## src/rtl/cla_byte_serial_adder.sv

```systemverilog
// Byte-serial sequencer that feeds an external 8-bit CLA one slice per clock,
// LSB first, chaining the inter-byte carry through a register.
module cla_byte_serial_adder #(
   parameter int NBYTES = 4
) (
   input  logic                  clk,
   input  logic                  rst_n,
   input  logic                  start,
   input  logic [8*NBYTES-1:0]   op_a,
   input  logic [8*NBYTES-1:0]   op_b,
   input  logic                  cin,
   output logic                  busy,
   output logic                  done,
   output logic [8*NBYTES-1:0]   sum,
   output logic                  cout,
   output logic [7:0]            add_a,
   output logic [7:0]            add_b,
   output logic                  add_cin,
   input  logic [7:0]            add_s,
   input  logic                  add_cout
);

   localparam int IW = (NBYTES > 1) ? $clog2(NBYTES) : 1;
   localparam logic [IW-1:0] LAST_IDX = IW'(NBYTES - 1);
   localparam logic [IW-1:0] IDX_ONE  = IW'(1);

   typedef enum logic [1:0] {
      ST_IDLE = 2'd0,
      ST_RUN  = 2'd1,
      ST_DONE = 2'd2
   } state_t;

   state_t                      state_r;
   logic [NBYTES-1:0][7:0]      a_r;
   logic [NBYTES-1:0][7:0]      b_r;
   logic [NBYTES-1:0][7:0]      sum_r;
   logic [IW-1:0]               idx_r;
   logic                        carry_r;
   logic                        cout_r;
   logic                        busy_r;
   logic                        done_r;

   logic [7:0]                  add_a_s;
   logic [7:0]                  add_b_s;
   logic                        add_cin_s;

   // Sequencer: operand latch, per-byte result capture and carry chaining.
   always_ff @(posedge clk or negedge rst_n) begin
      if (!rst_n) begin
         state_r <= ST_IDLE;
         a_r     <= '0;
         b_r     <= '0;
         sum_r   <= '0;
         idx_r   <= '0;
         carry_r <= 1'b0;
         cout_r  <= 1'b0;
         busy_r  <= 1'b0;
         done_r  <= 1'b0;
      end else begin
         case (state_r)
            // DONE accepts a new start exactly like IDLE, giving back-to-back ops.
            ST_IDLE, ST_DONE: begin
               done_r <= 1'b0;
               if (start) begin
                  a_r     <= op_a;
                  b_r     <= op_b;
                  carry_r <= cin;
                  idx_r   <= '0;
                  busy_r  <= 1'b1;
                  state_r <= ST_RUN;
               end else begin
                  busy_r  <= 1'b0;
                  state_r <= ST_IDLE;
               end
            end
            ST_RUN: begin
               sum_r[idx_r] <= add_s;
               carry_r      <= add_cout;
               if (idx_r == LAST_IDX) begin
                  cout_r  <= add_cout;
                  idx_r   <= '0;
                  busy_r  <= 1'b0;
                  done_r  <= 1'b1;
                  state_r <= ST_DONE;
               end else begin
                  idx_r   <= idx_r + IDX_ONE;
                  busy_r  <= 1'b1;
                  done_r  <= 1'b0;
                  state_r <= ST_RUN;
               end
            end
            default: begin
               idx_r   <= '0;
               busy_r  <= 1'b0;
               done_r  <= 1'b0;
               state_r <= ST_IDLE;
            end
         endcase
      end
   end

   // Adder drive comes only from registers so the CLA path is reg -> CLA -> reg.
   always_comb begin
      add_a_s   = 8'h00;
      add_b_s   = 8'h00;
      add_cin_s = 1'b0;
      if (state_r == ST_RUN) begin
         add_a_s   = a_r[idx_r];
         add_b_s   = b_r[idx_r];
         add_cin_s = carry_r;
      end else begin
         add_a_s   = 8'h00;
         add_b_s   = 8'h00;
         add_cin_s = 1'b0;
      end
   end

   assign add_a   = add_a_s;
   assign add_b   = add_b_s;
   assign add_cin = add_cin_s;
   assign busy    = busy_r;
   assign done    = done_r;
   assign sum     = sum_r;
   assign cout    = cout_r;

endmodule
```

## config.mk

```make
export PLATFORM = sky130hd
export DESIGN_NAME = cla_byte_serial_adder
export DESIGN_NICKNAME = d
export VERILOG_FILES = /design/src/rtl/cla_byte_serial_adder.sv
export SDC_FILE = /design/constraint.sdc
export NUM_CORES = 1
export LEC_CHECK = 0
export BUFFER_PORTS_ARGS = -buffer_cell sky130_fd_sc_hd__clkbuf_2
export CORE_ASPECT_RATIO = 0.7
export CORE_MARGIN = 3
export CORE_UTILIZATION = 39
export DETAILED_ROUTE_END_ITERATION = 10
export PLACE_DENSITY = 0.75
export SLEW_MARGIN = 5
export SYNTH_ARGS = -nofsm -noshare
export SYNTH_HDL_FRONTEND = slang
export SYNTH_SLANG_ARGS = --single-unit
```

## constraint.sdc

```tcl
create_clock -name clk -period 2.11 [get_ports clk]
set_clock_uncertainty 0.2 [all_clocks]
set_input_delay 0.422 -clock clk [delete_from_list [all_inputs] [get_ports clk]]
set_output_delay 0.422 -clock clk [all_outputs]
set_load 0.03 [all_outputs]
```

==> flow_summary.json, run 1 <==
{
  "place_congestion": 0.737,
  "setup_viol": 16,
  "hold_viol": 0,
  "yosys.area_share.xor_xnor": 0,
  "mostFrequentLayoutCells": "110 x clkbuf_2, 102 x dfrtp_1, 89 x mux2_2, 17 x and2_4, 17 x buf_8",
  "nNetsFinal": 493,
  "place_inst": 544,
  "die_h_um": 95.2,
  "io_pins": 129,
  "synth-seq-cells": 103,
  "syn2layout_area_growth_pct": 33.7,
  "synth_top_area_frac": 0.581,
  "synth_top_family_by_area": "multiplexers",
  "failed_checks": "setup timing",
  "end_kind": "output pin",
  "p_leak_nw": 2.76,
  "hpwl_um": 7220,
  "setup-tns-final_ps": -3270,
  "ir_worst_vdd_uv": 1000,
  "synth_compound_area_frac": 0.00649,
  "firstDrtPassIters": 4,
  "status": "finished with violations",
  "fillers": 912,
  "syn_area_mm2": 0.00444,
  "postRouteAntennaNets": 0,
  "finalCritPeriodShare": 1.11,
  "finish.utilization": 0.554,
  "wire_per_inst_um": 17.3,
  "cp_data_required_time_ps": 1490,
  "wl_um": 9770,
  "cts_tree": "built",
  "syn_inst": 271,
  "tightest_slew_ps": 525,
  "grt_max_degree": 39,
  "cts_made_buffers": 9,
  "placementRows": 31,
  "antenna_found_initial": 0,
  "root_buffer": "clkbuf_16",
  "cp-start-kind": "flop",
  "reg2regPathDepth": 7,
  "post_drt_via_cell_ratio": 4.84,
  "clock_path_buffers": 2,
  "synth_top_area_cell": "dfrtp_1",
  "yosysUniqueCellTypes": 21,
  "worst_slack_ps": -227,
  "synth-seq-area-share": 0.581,
  "die_x_um": 133,
  "cp.arrival_ps": 1720,
  "hold_path_depth": 2,
  "core_mm2": 0.0107,
  "vias": 2735,
  "hold_ws_ps": 108,
  "synth_nets": 352,
  "initial_core_util": 0.414,
  "clock.fmax_ghz": 0.428,
  "clock_latency_ps": 330,
  "synth_area_per_cell_um2": 16.4,
  "drive_gt1_frac": 0.710,
  "route.detailed.drc": 0,
  "fin_cells": 565,
  "synthTopCellsByArea": "dfrtp_1 58%, mux2_2 23%, mux4_2 8.1%",
  "hold_path.class": "in -> reg",
  "final_common_cell": "clkbuf_2",
  "power_density_mw_per_mm2": 1880,
  "maxSlewHeadroom": 0.650,
  "synth-simple-area-share": 0.0367,
  "maxCapViolCount": 0,
  "ys.warnings.count": 0,
  "dieArea_mm2": 0.0127,
  "grt_pass1_vias": 3018,
  "grt_overflow": 0,
  "place.port_buffers": 128,
  "synthAdderAreaFrac": 0.0113,
  "crit_type": "reg -> out",
  "htree_levels": 3,
  "rsz0062_at_grt": "true",
  "path_clk_slew_ps": 70,
  "drt-initial-drc-count": 87,
  "antenna_cells": 0,
  "path_max_fanout": 5,
  "min_period_ps": 2340,
  "grt_pass1_wl_um": 15600,
  "slew_viol_final": 0,
  "clkSinkCount": 103,
  "track_usage": 0.159,
  "synth_mux_area_frac": 0.337
}
per-stage QoR:
stage / total power, W / area (um2) / setup slack [ps]
CTS: 0.0111 / 5940 / -326
detailed placement: 0.00850 / 5340 / 21.0
floorplan: 0.00702 / 4440 / 33.6
finish: 0.0111 / 5930 / -227
global route: 0.0118 / 5930 / -288
global placement: 0.00831 / 5340 / 45.8
sequential cells by signal (all words and copies together) (netlist names):
| name | flops |
|---|---|
| a_r | 32 |
| b_r | 32 |
| carry_r | 1 |
| cout | 1 |
| done | 1 |
| idx_r | 2 |
| state_r | 2 |
| sum | 32 |
Yosys cell counts (all sizes together):
cell,instances
o21bai,1
inv,4
o32ai,1
ha,4
dfrtp,103
o31ai,1
mux2i,1
and2,17
buf,15
and2b,1
nand2,6
mux4,16
o21ai,1
or3,1
nor2b,1
nand2b,1
mux2,97
worst paths after layout:
path                            slack [ps]     start  endpoint
min in group asynchronous              400     rst_n    a_r[5]
worst max register to register          70  idx_r[0]      cout
worst max-delay path                  -230  idx_r[0]  add_b[4]
max in group asynchronous              730     rst_n   a_r[29]
worst min-delay path                   110  op_b[25]   b_r[25]
worst min register to register         300    a_r[0]    a_r[0]
timing repair:
| item | in CTS | in global routing |
|---|---|---|
| gates resized for setup | 51 | 26 |
| pin swaps | 2 | 14 |
| gates cloned | 2 | 0 |
| endpoints found under the setup margin | 17 | 17 |
| hold buffers | 1 | 0 |
| hold endpoints to repair | 36 | 0 |
| buffers inserted | 4 | 1 |
routing by layer:
| metal | global-route usage | up-vias | share of wire | wire, um |
|---|---|---|---|---|
| met5 | 0 | - | 0 | 0 |
| met4 | 0.0445 | 0 | 0.0094 | 92 |
| met3 | 0.0538 | 7 | 0.071 | 692 |
| met2 | 0.255 | 96 | 0.48 | 4660 |
| met1 | 0.210 | 1373 | 0.44 | 4320 |
| li1 | - | 1259 | - | - |
critical path, cell delays in order (launching register included):
cell     delay (ps)
dfrtp_2         420
buf_8           160
mux4_2          520
and2_4          160
buf_8           130
report_power, final:
group	leakage, nW	total, W	internal (W)	switching, W
clock network	0.154	0.00171	0.000947	0.000766
logic	1.40	0.00589	0.00312	0.00276
registers	1.21	0.00352	0.00299	0.000528
cell type report:
| type | instances | area [um2] | area share |
|---|---|---|---|
| Sequential cell | 103 | 2580 | 0.435 |
| Multi-Input combinational cell | 149 | 1790 | 0.301 |
| Timing Repair Buffer | 145 | 1050 | 0.177 |
| Clock buffer | 9 | 225 | 0.0380 |
| Tap cell | 148 | 185 | 0.0312 |
| Clock inverter | 7 | 87.6 | 0.0148 |
| Inverter | 4 | 15.0 | 0.00253 |
kinds of logic (layout without fill, tap and decap cells):
logic type               after synthesis  in the layout
AO/OA/AOI/OAI                          4              4
buffers and inverters                 19            165
flip-flops                           103            103
adder cells (fa/ha/maj)                4              4
multiplexers                         114            114
AND/OR/NAND/NOR                       27             27
Power figures use the tool's default switching activity.
==> run 2: changes to the inputs <==
--- a/config.mk
+++ b/config.mk
@@ -8,9 +8,9 @@
 export BUFFER_PORTS_ARGS = -buffer_cell sky130_fd_sc_hd__clkbuf_2
 export CORE_ASPECT_RATIO = 0.7
 export CORE_MARGIN = 3
-export CORE_UTILIZATION = 39
+export CORE_UTILIZATION = 50
 export DETAILED_ROUTE_END_ITERATION = 10
-export PLACE_DENSITY = 0.75
+export PLACE_DENSITY = 0.89
 export SLEW_MARGIN = 5
 export SYNTH_ARGS = -nofsm -noshare
 export SYNTH_HDL_FRONTEND = slang
==> run 2 against run 1 <==
Net effect:
- the run still ends with setup timing left
- total power shrank 2.2%
- register-to-register slack is essentially flat
- wire length shrank 1.6%
- sequential power is essentially flat
- design area shrank 1.7%
- clock power shrank 4%
- critical path depth is the same
- non-clock buffer count grew 1
- utilization grew 13 points
- first-iteration DRC count grew 130%
- die area shrank 21%
==> flow_summary.json, run 2 (synthesized netlist as in run 1, its figures left out) <==
{
  "failed_checks": "setup timing",
  "track_usage": 0.205,
  "hold_ws_ps": 106,
  "ir_worst_vdd_uv": 1180,
  "drt-initial-drc-count": 203,
  "cp.arrival_ps": 1720,
  "crit_type": "reg -> out",
  "slew_viol_final": 0,
  "core_mm2": 0.00855,
  "path_clk_slew_ps": 70,
  "wl_um": 9610,
  "p_leak_nw": 2.73,
  "place_area_mm2": 0.00529,
  "grt_pass1_wl_um": 16100,
  "place_inst": 517,
  "grt_overflow": 0,
  "seqPwrFrac": 0.324,
  "final_common_cell": "clkbuf_2",
  "p_int_w": 0.00688,
  "wire_per_inst_um": 17.9,
  "cp-start-kind": "flop",
  "mostFrequentLayoutCells": "110 x clkbuf_2, 102 x dfrtp_1, 89 x mux2_2, 16 x mux4_2, 16 x and2_4",
  "grt_max_degree": 45,
  "maxSlewHeadroom": 0.759,
  "dp_slack_ps": 32.4,
  "hold_path.class": "in -> reg",
  "grt_pass1_vias": 3112,
  "syn2layout_area_growth_pct": 31.4,
  "hpwl_um": 6820,
  "postRouteAntennaNets": 0,
  "clock_latency_ps": 340,
  "setup_viol": 16,
  "firstDrtPassIters": 4,
  "antenna_found_initial": 0,
  "setup-tns-final_ps": -3380,
  "place_congestion": 0.763,
  "worst_slack_ps": -235,
  "cp_data_required_time_ps": 1490,
  "root_buffer": "clkbuf_16",
  "tightest_slew_ps": 362,
  "min_period_ps": 2350,
  "end_kind": "output pin",
  "clock_path_buffers": 2,
  "rsz0062_at_grt": "true",
  "power.share.combinational": 0.525,
  "clkSinkCount": 103,
  "drive_gt1_frac": 0.706,
  "dieArea_mm2": 0.0101,
  "pwr-share-clk": 0.152,
  "path_max_fanout": 5,
  "route.detailed.drc": 0,
  "power_switching_w": 0.00399,
  "placementRows": 28,
  "vias": 2785,
  "hold_viol": 0,
  "maxCapViolCount": 0,
  "clock.fmax_ghz": 0.426,
  "die_h_um": 84.8,
  "place.port_buffers": 128,
  "post_drt_via_cell_ratio": 5.18,
  "fin_cells": 538,
  "status": "finished with violations",
  "stdcell_area_mm2": 0.00583,
  "cts_tree": "built",
  "antenna_cells": 0,
  "initial_core_util": 0.519,
  "power_density_mw_per_mm2": 1870,
  "finalCritPeriodShare": 1.11,
  "io_pins": 129,
  "die_x_um": 119,
  "p_sw_frac": 0.367,
  "htree_levels": 3,
  "nNetsFinal": 494,
  "cts_made_buffers": 9
}
run 2: cell count changes in the layout (fill, tap and decap cells not counted), sizes merged:
cell / previous run / this run
clkinvlp: 0 / 1
clkinv: 3 / 2
bufbuf: 1 / 0
clkbuf: 119 / 120
buf: 33 / 35
inv: 7 / 6
run 2: per-layer routing:
layer,track usage,vias up,share of wire
li1,-,1262,-
met1,0.269,1406,0.42
met2,0.338,104,0.51
met3,0.0586,13,0.060
met4,0.0620,0,0.012
met5,0,-,0
run 2: critical path, stage by stage (launching register included):
cell,delay [ps]
dfrtp_2,420
buf_8,150
mux4_2,500
and2_4,180
buf_8,130
run 2: final timing paths:
path,endpoint,slack (ps),from,cells after the start
max in group asynchronous,a_r[24],830,rst_n,3
max,add_a[2],-240,idx_r[0],4
min reg2reg,a_r[19],300,a_r[19],1
min,b_r[28],110,op_b[28],2
max reg2reg,sum[27],60,idx_r[0],6
min in group asynchronous,sum[5],340,rst_n,2
run 2: cell type report:
cell class / count / area [um2]
well taps: 120 / 150
flip-flops and latches: 103 / 2580
inverters: 4 / 15.0
clock buffers: 10 / 229
clock inverters: 6 / 68.8
fillers: 620 / 2720
multi-input cells: 149 / 1780
repair buffers: 146 / 1000
run 2: through the flow:
stage,total power [W],utilization
final,0.0109,0.682
after floorplan,0.00702,-
after global placement,0.00819,0.619
after CTS,0.0107,0.677
after detailed placement,0.00841,0.619
after global routing,0.0115,0.682
run 2: power groups by stage:
stage | logic, W | registers, W | clock network (W)
finish | 0.00571 | 0.00352 | 0.00165
global route | 0.00603 | 0.00367 | 0.00178
CTS | 0.00550 | 0.00352 | 0.00170
detailed placement | 0.00487 | 0.00354 | 0
global placement | 0.00473 | 0.00346 | 0
floorplan | 0.00295 | 0.00408 | 0
run 2: repair_timing:
action                                  CTS  global route
setup buffers                             2             2
gates resized for setup                  44            34
hold buffers                              1             0
pin swaps                                 8             6
hold endpoints to repair                 23             0
endpoints found under the setup margin   17            17
cloned                                    1             1
